==> config.mk <==
export PLATFORM = sky130hd
export DESIGN_NAME = div_issue_seq_flat
export DESIGN_NICKNAME = d
export VERILOG_FILES = /design/src/rtl/div_issue_seq_if.sv /design/src/rtl/div_issue_seq.sv /design/src/flat_wrapper.sv
export SDC_FILE = /design/constraint.sdc
export NUM_CORES = 1
export LEC_CHECK = 0
export BUFFER_PORTS_ARGS = -buffer_cell sky130_fd_sc_hd__buf_2
export CAP_MARGIN = 20
export CORE_ASPECT_RATIO = 0.75
export CORE_MARGIN = 1
export CORE_UTILIZATION = 46
export DETAILED_ROUTE_END_ITERATION = 10
export PLACE_DENSITY_LB_ADDON = 0.25
export SLEW_MARGIN = 25
export SYNTH_ARGS = -nofsm -noshare
export SYNTH_HDL_FRONTEND = slang
export SYNTH_SLANG_ARGS = --single-unit
==> constraint.sdc <==
create_clock -name clk -period 2 [get_ports clk]
set_input_delay 0.1 -clock clk [delete_from_list [all_inputs] [get_ports clk]]
set_output_delay 0.1 -clock clk [all_outputs]
set_load 0.05 [all_outputs]
==> src/rtl/div_issue_seq_if.sv <==
// div_issue_seq_if: bundles the operand stream, the result stream and the
// handshake with the iterative divider used by div_issue_seq.
// The slave modport is the sequencer's view; the master modport is the view of
// everything around it (operand producer, result consumer and the divider).
interface div_issue_seq_if #(
  parameter int WIDTH = 8
);
  logic             in_valid;
  logic             in_ready;
  logic [WIDTH-1:0] in_left;
  logic [WIDTH-1:0] in_right;

  logic             out_valid;
  logic             out_ready;
  logic [WIDTH-1:0] out_quotient;
  logic [WIDTH-1:0] out_remainder;
  logic             out_div_by_zero;

  logic             div_go;
  logic [WIDTH-1:0] div_left;
  logic [WIDTH-1:0] div_right;
  logic             div_done;
  logic [WIDTH-1:0] div_quotient;
  logic [WIDTH-1:0] div_remainder;

  modport slave (
    input  in_valid, in_left, in_right,
    output in_ready,
    output out_valid, out_quotient, out_remainder, out_div_by_zero,
    input  out_ready,
    output div_go, div_left, div_right,
    input  div_done, div_quotient, div_remainder
  );

  modport master (
    output in_valid, in_left, in_right,
    input  in_ready,
    input  out_valid, out_quotient, out_remainder, out_div_by_zero,
    output out_ready,
    input  div_go, div_left, div_right,
    output div_done, div_quotient, div_remainder
  );
endinterface

==> src/rtl/div_issue_seq.sv <==
// div_issue_seq: turns the multi-cycle iterative divider into a stream stage.
// Operand pairs are buffered in a small FIFO, issued one at a time with a
// single-cycle go pulse, and the divider's result is held on a valid/ready
// output until the consumer takes it.
// Optional feature macro: DIV_SEQ_ZERO_BYPASS_EN -- when defined, an operand
// pair with a zero divisor never reaches the divider; the result (all-ones
// quotient, dividend as remainder) is produced directly.
module div_issue_seq #(
  parameter int WIDTH = 8,
  parameter int DEPTH = 4
) (
  input  logic           clk,
  input  logic           reset,
  div_issue_seq_if.slave bus,
  output logic           busy
);

  localparam int          AW         = $clog2(DEPTH);
  localparam logic [AW:0] FULL_COUNT = (AW + 1)'(DEPTH);

  typedef enum logic [1:0] {
    IDLE,
    ISSUE,
    WAIT,
    HOLD
  } state_t;

  state_t state;
  state_t state_next;

  logic [WIDTH-1:0] fifo_left  [DEPTH];
  logic [WIDTH-1:0] fifo_right [DEPTH];
  logic [AW-1:0]    wr_ptr;
  logic [AW-1:0]    rd_ptr;
  logic [AW:0]      count;

  logic [WIDTH-1:0] op_left;
  logic [WIDTH-1:0] op_right;
  logic [WIDTH-1:0] res_quotient;
  logic [WIDTH-1:0] res_remainder;
  logic             res_div_by_zero;

  logic full;
  logic empty;
  logic push;
  logic pop;
  logic bypass_pop;
  logic capture_done;

  assign full  = (count == FULL_COUNT);
  assign empty = (count == '0);

  // Input is refused while reset is asserted so nothing slips in during it.
  assign bus.in_ready = !reset && !full;
  assign push         = bus.in_valid && bus.in_ready;

  // Only an idle sequencer takes the next operand pair; one op outstanding.
  assign pop = (state == IDLE) && !empty;

`ifdef DIV_SEQ_ZERO_BYPASS_EN
  logic head_zero;
  assign head_zero  = (fifo_right[rd_ptr] == '0);
  assign bypass_pop = pop && head_zero;
`else
  assign bypass_pop = 1'b0;
`endif

  assign busy = !empty || (state != IDLE);

  // Operand storage; contents need no reset since count guards every read.
  always_ff @(posedge clk) begin
    if (push) begin
      fifo_left[wr_ptr]  <= bus.in_left;
      fifo_right[wr_ptr] <= bus.in_right;
    end
  end

  // FIFO pointers and occupancy; a simultaneous push and pop leaves count alone.
  always_ff @(posedge clk) begin
    if (reset) begin
      wr_ptr <= '0;
      rd_ptr <= '0;
      count  <= '0;
    end else begin
      if (push) begin
        wr_ptr <= wr_ptr + 1'b1;
      end
      if (pop) begin
        rd_ptr <= rd_ptr + 1'b1;
      end
      case ({push, pop})
        2'b10:   count <= count + 1'b1;
        2'b01:   count <= count - 1'b1;
        default: count <= count;
      endcase
    end
  end

  // State register.
  always_ff @(posedge clk) begin
    if (reset) begin
      state <= IDLE;
    end else begin
      state <= state_next;
    end
  end

  // Next-state logic and the per-state handshake outputs.
  always_comb begin
    state_next    = state;
    bus.div_go    = 1'b0;
    bus.out_valid = 1'b0;
    capture_done  = 1'b0;
    unique case (state)
      IDLE: begin
        if (bypass_pop) begin
          state_next = HOLD;
        end else if (pop) begin
          state_next = ISSUE;
        end
      end
      ISSUE: begin
        bus.div_go = 1'b1;
        state_next = WAIT;
      end
      WAIT: begin
        if (bus.div_done) begin
          capture_done = 1'b1;
          state_next   = HOLD;
        end
      end
      HOLD: begin
        bus.out_valid = 1'b1;
        if (bus.out_ready) begin
          state_next = IDLE;
        end
      end
      default: begin
        state_next = IDLE;
      end
    endcase
  end

  // Operand registers feed the divider and only change when an entry is popped.
  always_ff @(posedge clk) begin
    if (reset) begin
      op_left  <= '0;
      op_right <= '0;
    end else if (pop) begin
      op_left  <= fifo_left[rd_ptr];
      op_right <= fifo_right[rd_ptr];
    end
  end

  assign bus.div_left  = op_left;
  assign bus.div_right = op_right;

  // Result registers: loaded from the divider on done, or directly on a bypassed pop.
  always_ff @(posedge clk) begin
    if (reset) begin
      res_quotient    <= '0;
      res_remainder   <= '0;
      res_div_by_zero <= 1'b0;
    end else if (capture_done) begin
      res_quotient    <= bus.div_quotient;
      res_remainder   <= bus.div_remainder;
      res_div_by_zero <= (op_right == '0);
    end else if (bypass_pop) begin
      res_quotient    <= '1;
      res_remainder   <= fifo_left[rd_ptr];
      res_div_by_zero <= 1'b1;
    end
  end

  assign bus.out_quotient    = res_quotient;
  assign bus.out_remainder   = res_remainder;
  assign bus.out_div_by_zero = res_div_by_zero;

endmodule

==> src/flat_wrapper.sv <==
// flat-port wrapper written by rule: the top's interface ports become plain ports
module div_issue_seq_flat 
#(
  parameter int WIDTH = 8,
  parameter int DEPTH = 4
)
  (clk, reset, busy, bus_in_valid, bus_in_left, bus_in_right, bus_in_ready, bus_out_valid, bus_out_quotient, bus_out_remainder, bus_out_div_by_zero, bus_out_ready, bus_div_go, bus_div_left, bus_div_right, bus_div_done, bus_div_quotient, bus_div_remainder);
  div_issue_seq_if #(.WIDTH(WIDTH)) bus_i ();
  input  logic clk;
  input  logic reset;
  output logic busy;
  input wire logic [$bits(bus_i.in_valid)-1:0] bus_in_valid;
  input wire logic [$bits(bus_i.in_left)-1:0] bus_in_left;
  input wire logic [$bits(bus_i.in_right)-1:0] bus_in_right;
  output wire logic [$bits(bus_i.in_ready)-1:0] bus_in_ready;
  output wire logic [$bits(bus_i.out_valid)-1:0] bus_out_valid;
  output wire logic [$bits(bus_i.out_quotient)-1:0] bus_out_quotient;
  output wire logic [$bits(bus_i.out_remainder)-1:0] bus_out_remainder;
  output wire logic [$bits(bus_i.out_div_by_zero)-1:0] bus_out_div_by_zero;
  input wire logic [$bits(bus_i.out_ready)-1:0] bus_out_ready;
  output wire logic [$bits(bus_i.div_go)-1:0] bus_div_go;
  output wire logic [$bits(bus_i.div_left)-1:0] bus_div_left;
  output wire logic [$bits(bus_i.div_right)-1:0] bus_div_right;
  input wire logic [$bits(bus_i.div_done)-1:0] bus_div_done;
  input wire logic [$bits(bus_i.div_quotient)-1:0] bus_div_quotient;
  input wire logic [$bits(bus_i.div_remainder)-1:0] bus_div_remainder;
  assign bus_i.in_valid = bus_in_valid;
  assign bus_i.in_left = bus_in_left;
  assign bus_i.in_right = bus_in_right;
  assign bus_in_ready = bus_i.in_ready;
  assign bus_out_valid = bus_i.out_valid;
  assign bus_out_quotient = bus_i.out_quotient;
  assign bus_out_remainder = bus_i.out_remainder;
  assign bus_out_div_by_zero = bus_i.out_div_by_zero;
  assign bus_i.out_ready = bus_out_ready;
  assign bus_div_go = bus_i.div_go;
  assign bus_div_left = bus_i.div_left;
  assign bus_div_right = bus_i.div_right;
  assign bus_i.div_done = bus_div_done;
  assign bus_i.div_quotient = bus_div_quotient;
  assign bus_i.div_remainder = bus_div_remainder;
  div_issue_seq #(.WIDTH(WIDTH), .DEPTH(DEPTH)) u_core (.clk(clk), .reset(reset), .bus(bus_i), .busy(busy));
endmodule
==> run_results.csv, run 1 <==
group,metric,value,unit
layout,final_common_cell,"buf_2",
critical_path,rr_endpoint,"u_core.count[2]",
critical_path,worstSetupEndpointType,"flop",
global_route,antenna_found_initial,0,
timing,slew_headroom,61.0,%
drt,ant_nets,0,
synth,synthCells,260,
min_path,hp-start,"bus_div_quotient[2]",
placed_design,gp_congestion,0.678,
placed_design,hpwl,4750,µm
timing,setup_slack,40.1,ps
synth,async_reset_ff_share,0,%
clock_tree,clock-root-buffer,"clkbuf_16",
drt,vias,2480,
global_route,grt_max_degree,32,
layout,area_growth,28.5,%
timing,rsz0062_at_grt,"yes",
floorplan,die_area,9260,µm²
drt,routed_wl,7540,µm
layout,stdcell_count,487,
timing,slew_viol_final,0,
placed_design,dpl.cell_count,439,
drt,drt_iter0_markers,100,
floorplan,fp-row-count,29,
layout,diodes,0,
layout,n_fill_cell,654,
critical_path,r2r_slack,40,ps
floorplan,core,8530,µm²
timing,setup_viol,0,
global_route,grt_pass1_wl,12000,µm
drt,dr.pass1.iters,4,
critical_path,worstPathRequired,2280,ps
clock_tree,cts_htree_levels,3,
run_status,status,"finished clean",
layout,final_nets,422,
floorplan,die_h,83.6,µm
synth,synth_edf_count,64,
placed_design,post-place-ws,23.6,ps
layout,final_cell_mix,"73 x buf_2, 64 x edfxtp_1, 40 x dfxtp_1, 34 x nand2_1, 30 x dlygate4sd3_1",
synth,seq_area_frac_synth,67.7,%
timing,hold_viol_final,0,
synth,ys_types,33,
flow_run,maxCapViolations,0,
clock_tree,clkTransAtPathRegs,70,ps
synth,synth_seq_cells,106,
synth,syn_avg_cell_area,15.7,µm²
critical_path,critical_path_arrival,2240,ps
layout,multi_input_area,1240,µm²
critical_path,rr_worst_depth,8,
clock_tree,cts_buffers,9,
global_route,grt-ovfl-total,0,
layout,layout-drive-gt1-share,29.3,%
timing,timing.hold.ws,12.1,ps
global_route,grt.total_usage,17.6,%
layout,final_core_util,61.5,%
floorplan,initial_core_util,47.9,%
critical_path,critPathLaunchType,"flop",
clock_tree,clockBufferDepth,2,
clock_tree,clk_latency,350,ps
drt,drc_errors,0,
placed_design,port_buffers,73,
timing,period_share,98.0,%
drt,wl_per_cell,15.5,µm
timing,worst_slew_pin_slew,585,ps
floorplan,num_io_pins,74,
power,p_leak,2.03,nW
floorplan,fp.dieW,111,µm
synth,synth.net_count,308,
min_path,min_path_type,"in -> reg",
min_path,min_to,"u_core.bus.out_quotient[2]",
global_route,grt_pass1_vias,2406,
synth,synth_ff_type,"edfxtp_1",
min_path,hold_depth,3,
synth,synth.yosys.warnings,0,
timing,finClkSkew,9.57,ps
critical_path,r2r_start,"u_core.count[0]",
critical_path,cp_max_fo,6,
critical_path,critPathLaunch,"u_core.count[0]",
power,power_density,1340,nW/µm²
clock_tree,cts_tree,"yes",
critical_path,path_class,"reg -> reg",
timing,finalCriticalPeriod,1960,ps
drt,routed_via_density,5.09,
clock_tree,cts_sinks,106,
power,ir_drop,0.000792,V
synth,netlist_area,4080,µm²
timing,clock.fmax,0.510,GHz
layout,final-seq-area,2770,µm²
-- how the worst max path moves through the flow --
stage / to
detailed placement: u_core.count[2]
global route: u_core.count[2]
global placement: u_core.count[2]
floorplan: u_core.count[2]
finish: u_core.count[2]
CTS: u_core.count[2]
-- power breakdown --
part           switching, mW  internal, mW
registers              0.200          2.66
clock network          0.745         0.977
logic                   1.51         0.964
-- cells in the mapped netlist, drive strengths merged (4+ instances only) --
cell | number | area share, %
ha | 10 | 3.1
nand2b | 4 | 0.61
a21oi | 19 | 2.3
inv | 6 | 0.55
edfxtp | 64 | 47
and2 | 5 | 0.77
nand2 | 34 | 3.1
a22o | 16 | 3.4
buf | 8 | 1.4
dfxtp | 42 | 21
clkbuf | 5 | 0.46
nor2 | 8 | 0.92
mux4 | 16 | 10
-- state kept, by name (all words and copies together), names as in the netlist --
name and count:
u_core.bus.div_left 8, u_core.bus.div_right 8, u_core.bus.out_div_by_zero 1, u_core.bus.out_quotient 8, u_core.bus.out_remainder 8, u_core.count 3, u_core.fifo_left 32, u_core.fifo_right 32
u_core.rd_ptr 2, u_core.state 2, u_core.wr_ptr 2
-- metrics by stage --
stage	total power, mW	instance area, µm²	TNS, ps
2_1_floorplan	4.73	4100	0
3_3_place_gp	5.25	4630	0
3_5_place_dp	5.29	4630	0
5_1_grt	7.40	5250	-54.1
4_1_cts	7.08	5220	0
6_report	7.05	5250	0
-- kinds of logic (layout without fill, tap and decap cells) --
family	Yosys count	count (layout)	share of synthesized area, %
mux	19	19	11.1
compound gates	43	43	7.63
fa+ha+maj	11	11	3.56
xor+xnor	4	4	0.858
buf+inv	19	138	2.42
flops	106	106	67.7
simple gates	58	58	6.80
-- routing by layer --
metal  GRT usage, %  vias to the layer above  share of wire (%)  wire (µm)
met5              0                        -                  0          0
met4           8.97                        0                2.4        179
met3           5.16                       16                5.2        391
met2           27.6                       69                 46       3500
met1           22.4                     1179                 46       3470
li1               -                     1216                  -          -
-- critical path: stages (launching register included) --
cell and delay, ps:
dfxtp_4 390, nor2_1 70, a211oi_2 260, inv_1 100
ha_4 180, fa_2 330, xnor2_1 140, or3_1 310
a21oi_1 120
-- final cells by class --
class | instances | share of cell area (%)
Clock buffer | 11 | 4.43
Clock inverter | 5 | 1.14
Inverter | 6 | 0.429
Multi-Input combinational cell | 135 | 23.6
Sequential cell | 106 | 52.8
Tap cell | 108 | 2.58
Timing Repair Buffer | 116 | 15.0
-- repair_timing --
action,in CTS,in global routing
hold buffers,30,0
setup endpoints to repair,0,1
setup buffers,0,2
gates resized for setup,0,2
endpoints found under the hold margin,78,0
Power figures use the tool's default switching activity.
==> run 2: changes to the inputs <==
clock period = 2.1 ns   (was 2 ns; I/O delays follow)
==> run 2 against run 1 <==
  * Worst setup slack better by 38 ps
  * Clock power about the same
  * Hold slack worse by 3.5 ps
  * Count of clock-buffer cells in the layout down 1
  * Critical path type unchanged
==> run_results.csv, run 2 (synthesis results as in run 1) <==
group,metric,value,unit
global_route,grt_pass1_vias,2378,
global_route,grt-ovfl-total,0,
placed_design,dpl.cell_count,437,
clock_tree,clkTransAtPathRegs,70,ps
clock_tree,clk_latency,340,ps
placed_design,hpwl,4690,µm
global_route,antenna_found_initial,0,
layout,stdcell_count,486,
drt,ant_nets,0,
placed_design,post-place-ws,-7.56,ps
layout,final_common_cell,"buf_2",
critical_path,cp_top_family,"adder cells",
timing,clock.fmax,0.495,GHz
critical_path,crit_chain,"nor2_1, a211oi_2, inv_1, ha_2, fa_1, xnor2_1, or3_1, a21oi_1",
drt,dr.pass1.iters,5,
power,p_leak,2.04,nW
timing,setup_viol,0,
critical_path,worstSetupEndpointType,"flop",
critical_path,path_class,"reg -> reg",
critical_path,path_buf_inv,1,
power,ir_drop,0.000723,V
min_path,min_path_type,"in -> reg",
layout,diodes,0,
critical_path,r2r_slack,80,ps
critical_path,worstPathRequired,2370,ps
power,finalPower,6.77,mW
timing,finClkSkew,5.70,ps
floorplan,die_area,9260,µm²
floorplan,core,8530,µm²
floorplan,fp.dieW,111,µm
timing,worst_slew_pin_slew,591,ps
drt,routed_via_density,5.03,
run_status,status,"finished clean",
timing,hold_viol_final,0,
global_route,grt_pass1_wl,12000,µm
clock_tree,cts_buffers,9,
critical_path,cp_max_fo,6,
floorplan,fp-row-count,29,
critical_path,critPathLaunchType,"flop",
floorplan,initial_core_util,47.9,%
clock_tree,cts_htree_levels,3,
layout,final_cell_mix,"73 x buf_2, 64 x edfxtp_1, 38 x dfxtp_1, 34 x nand2_1, 29 x dlygate4sd3_1",
timing,setup_slack,78.2,ps
drt,vias,2444,
timing,period_share,96.3,%
placed_design,port_buffers,73,
floorplan,num_io_pins,74,
clock_tree,cts_sinks,106,
flow_run,maxCapViolations,0,
drt,drt_iter0_markers,159,
drt,routed_wl,7600,µm
critical_path,slowest_delay,380,ps
global_route,grt_max_degree,32,
global_route,grt.total_usage,17.0,%
layout,layout-drive-gt1-share,30.4,%
drt,wl_per_cell,15.6,µm
clock_tree,cts_tree,"yes",
layout,area_growth,27.9,%
power,power_density,1300,nW/µm²
critical_path,critical_path_arrival,2290,ps
critical_path,cpMaxStageDelayCell,"dfxtp_4",
timing,slew_viol_final,0,
drt,drc_errors,0,
clock_tree,clock-root-buffer,"clkbuf_16",
timing,finalCriticalPeriod,2020,ps
placed_design,gp_congestion,0.767,
timing,slew_headroom,60.6,%
layout,final_nets,421,
clock_tree,clockBufferDepth,2,
floorplan,die_h,83.6,µm
layout,reg_top3,"u_core.fifo_left x32, u_core.fifo_right x32",
run 2: cell types whose count changed in the layout (fill, tap and decap cells not counted), sizes merged:
cell	change
clkbuf	-1
dlygate4sd3	-1
clkinv	+1
run 2: through the flow:
step | area [µm²] | hold slack [ps] | setup TNS, ps | utilization [%]
floorplan | 4090 | 204 | 0 | -
global placement | 4580 | 316 | 0 | 53.7
detailed placement | 4580 | 326 | -7.56 | 53.7
CTS | 5180 | 0.349 | 0 | 60.8
global route | 5220 | 14.9 | -0.849 | 61.2
finish | 5220 | 8.64 | 0 | 61.2
run 2: layer usage:
layer	GRT usage [%]	routed length, µm
met1	22.0	3640
met2	26.9	3520
met3	6.54	398
met4	4.73	46
met5	0	0
run 2: area by class of cell:
class                   instances  area, µm²
clock buffers                  10        239
flip-flops and latches        106       2770
clock inverters                 6       73.8
well taps                     108        135
multi-input cells             135       1230
repair buffers                115        753
inverters                       6       22.5
fillers                       634       3300
run 2: worst paths after layout:
path / cells after the start / start / endpoint
max reg2reg: 8 / u_core.count[1] / u_core.count[2]
min reg2reg: 2 / u_core.bus.out_quotient[2] / u_core.bus.out_quotient[2]
max: 8 / u_core.count[1] / u_core.count[2]
min: 3 / bus_div_remainder[2] / u_core.bus.out_remainder[2]
run 2: repair_timing:
action / 4_1_cts / 5_1_grt
pin swaps: 0 / 2
endpoints found under the setup margin: 1 / 1
hold buffers: 29 / 0
endpoints found under the hold margin: 77 / 0
gates resized for setup: 2 / 5
setup buffers: 0 / 4
run 2: worst register-to-register path: stages (launching register included):
cell and delay (ps):
dfxtp_4 380, nor2_1 70, a211oi_2 250, inv_1 80, ha_2 190, fa_1 370, xnor2_1 150, or3_1 310
a21oi_1 150
run 2: power by group:
group          total (mW)  switching, mW  internal [mW]
combinational        2.32           1.45          0.869
clock                1.72          0.749          0.973
sequential           2.73          0.193           2.53
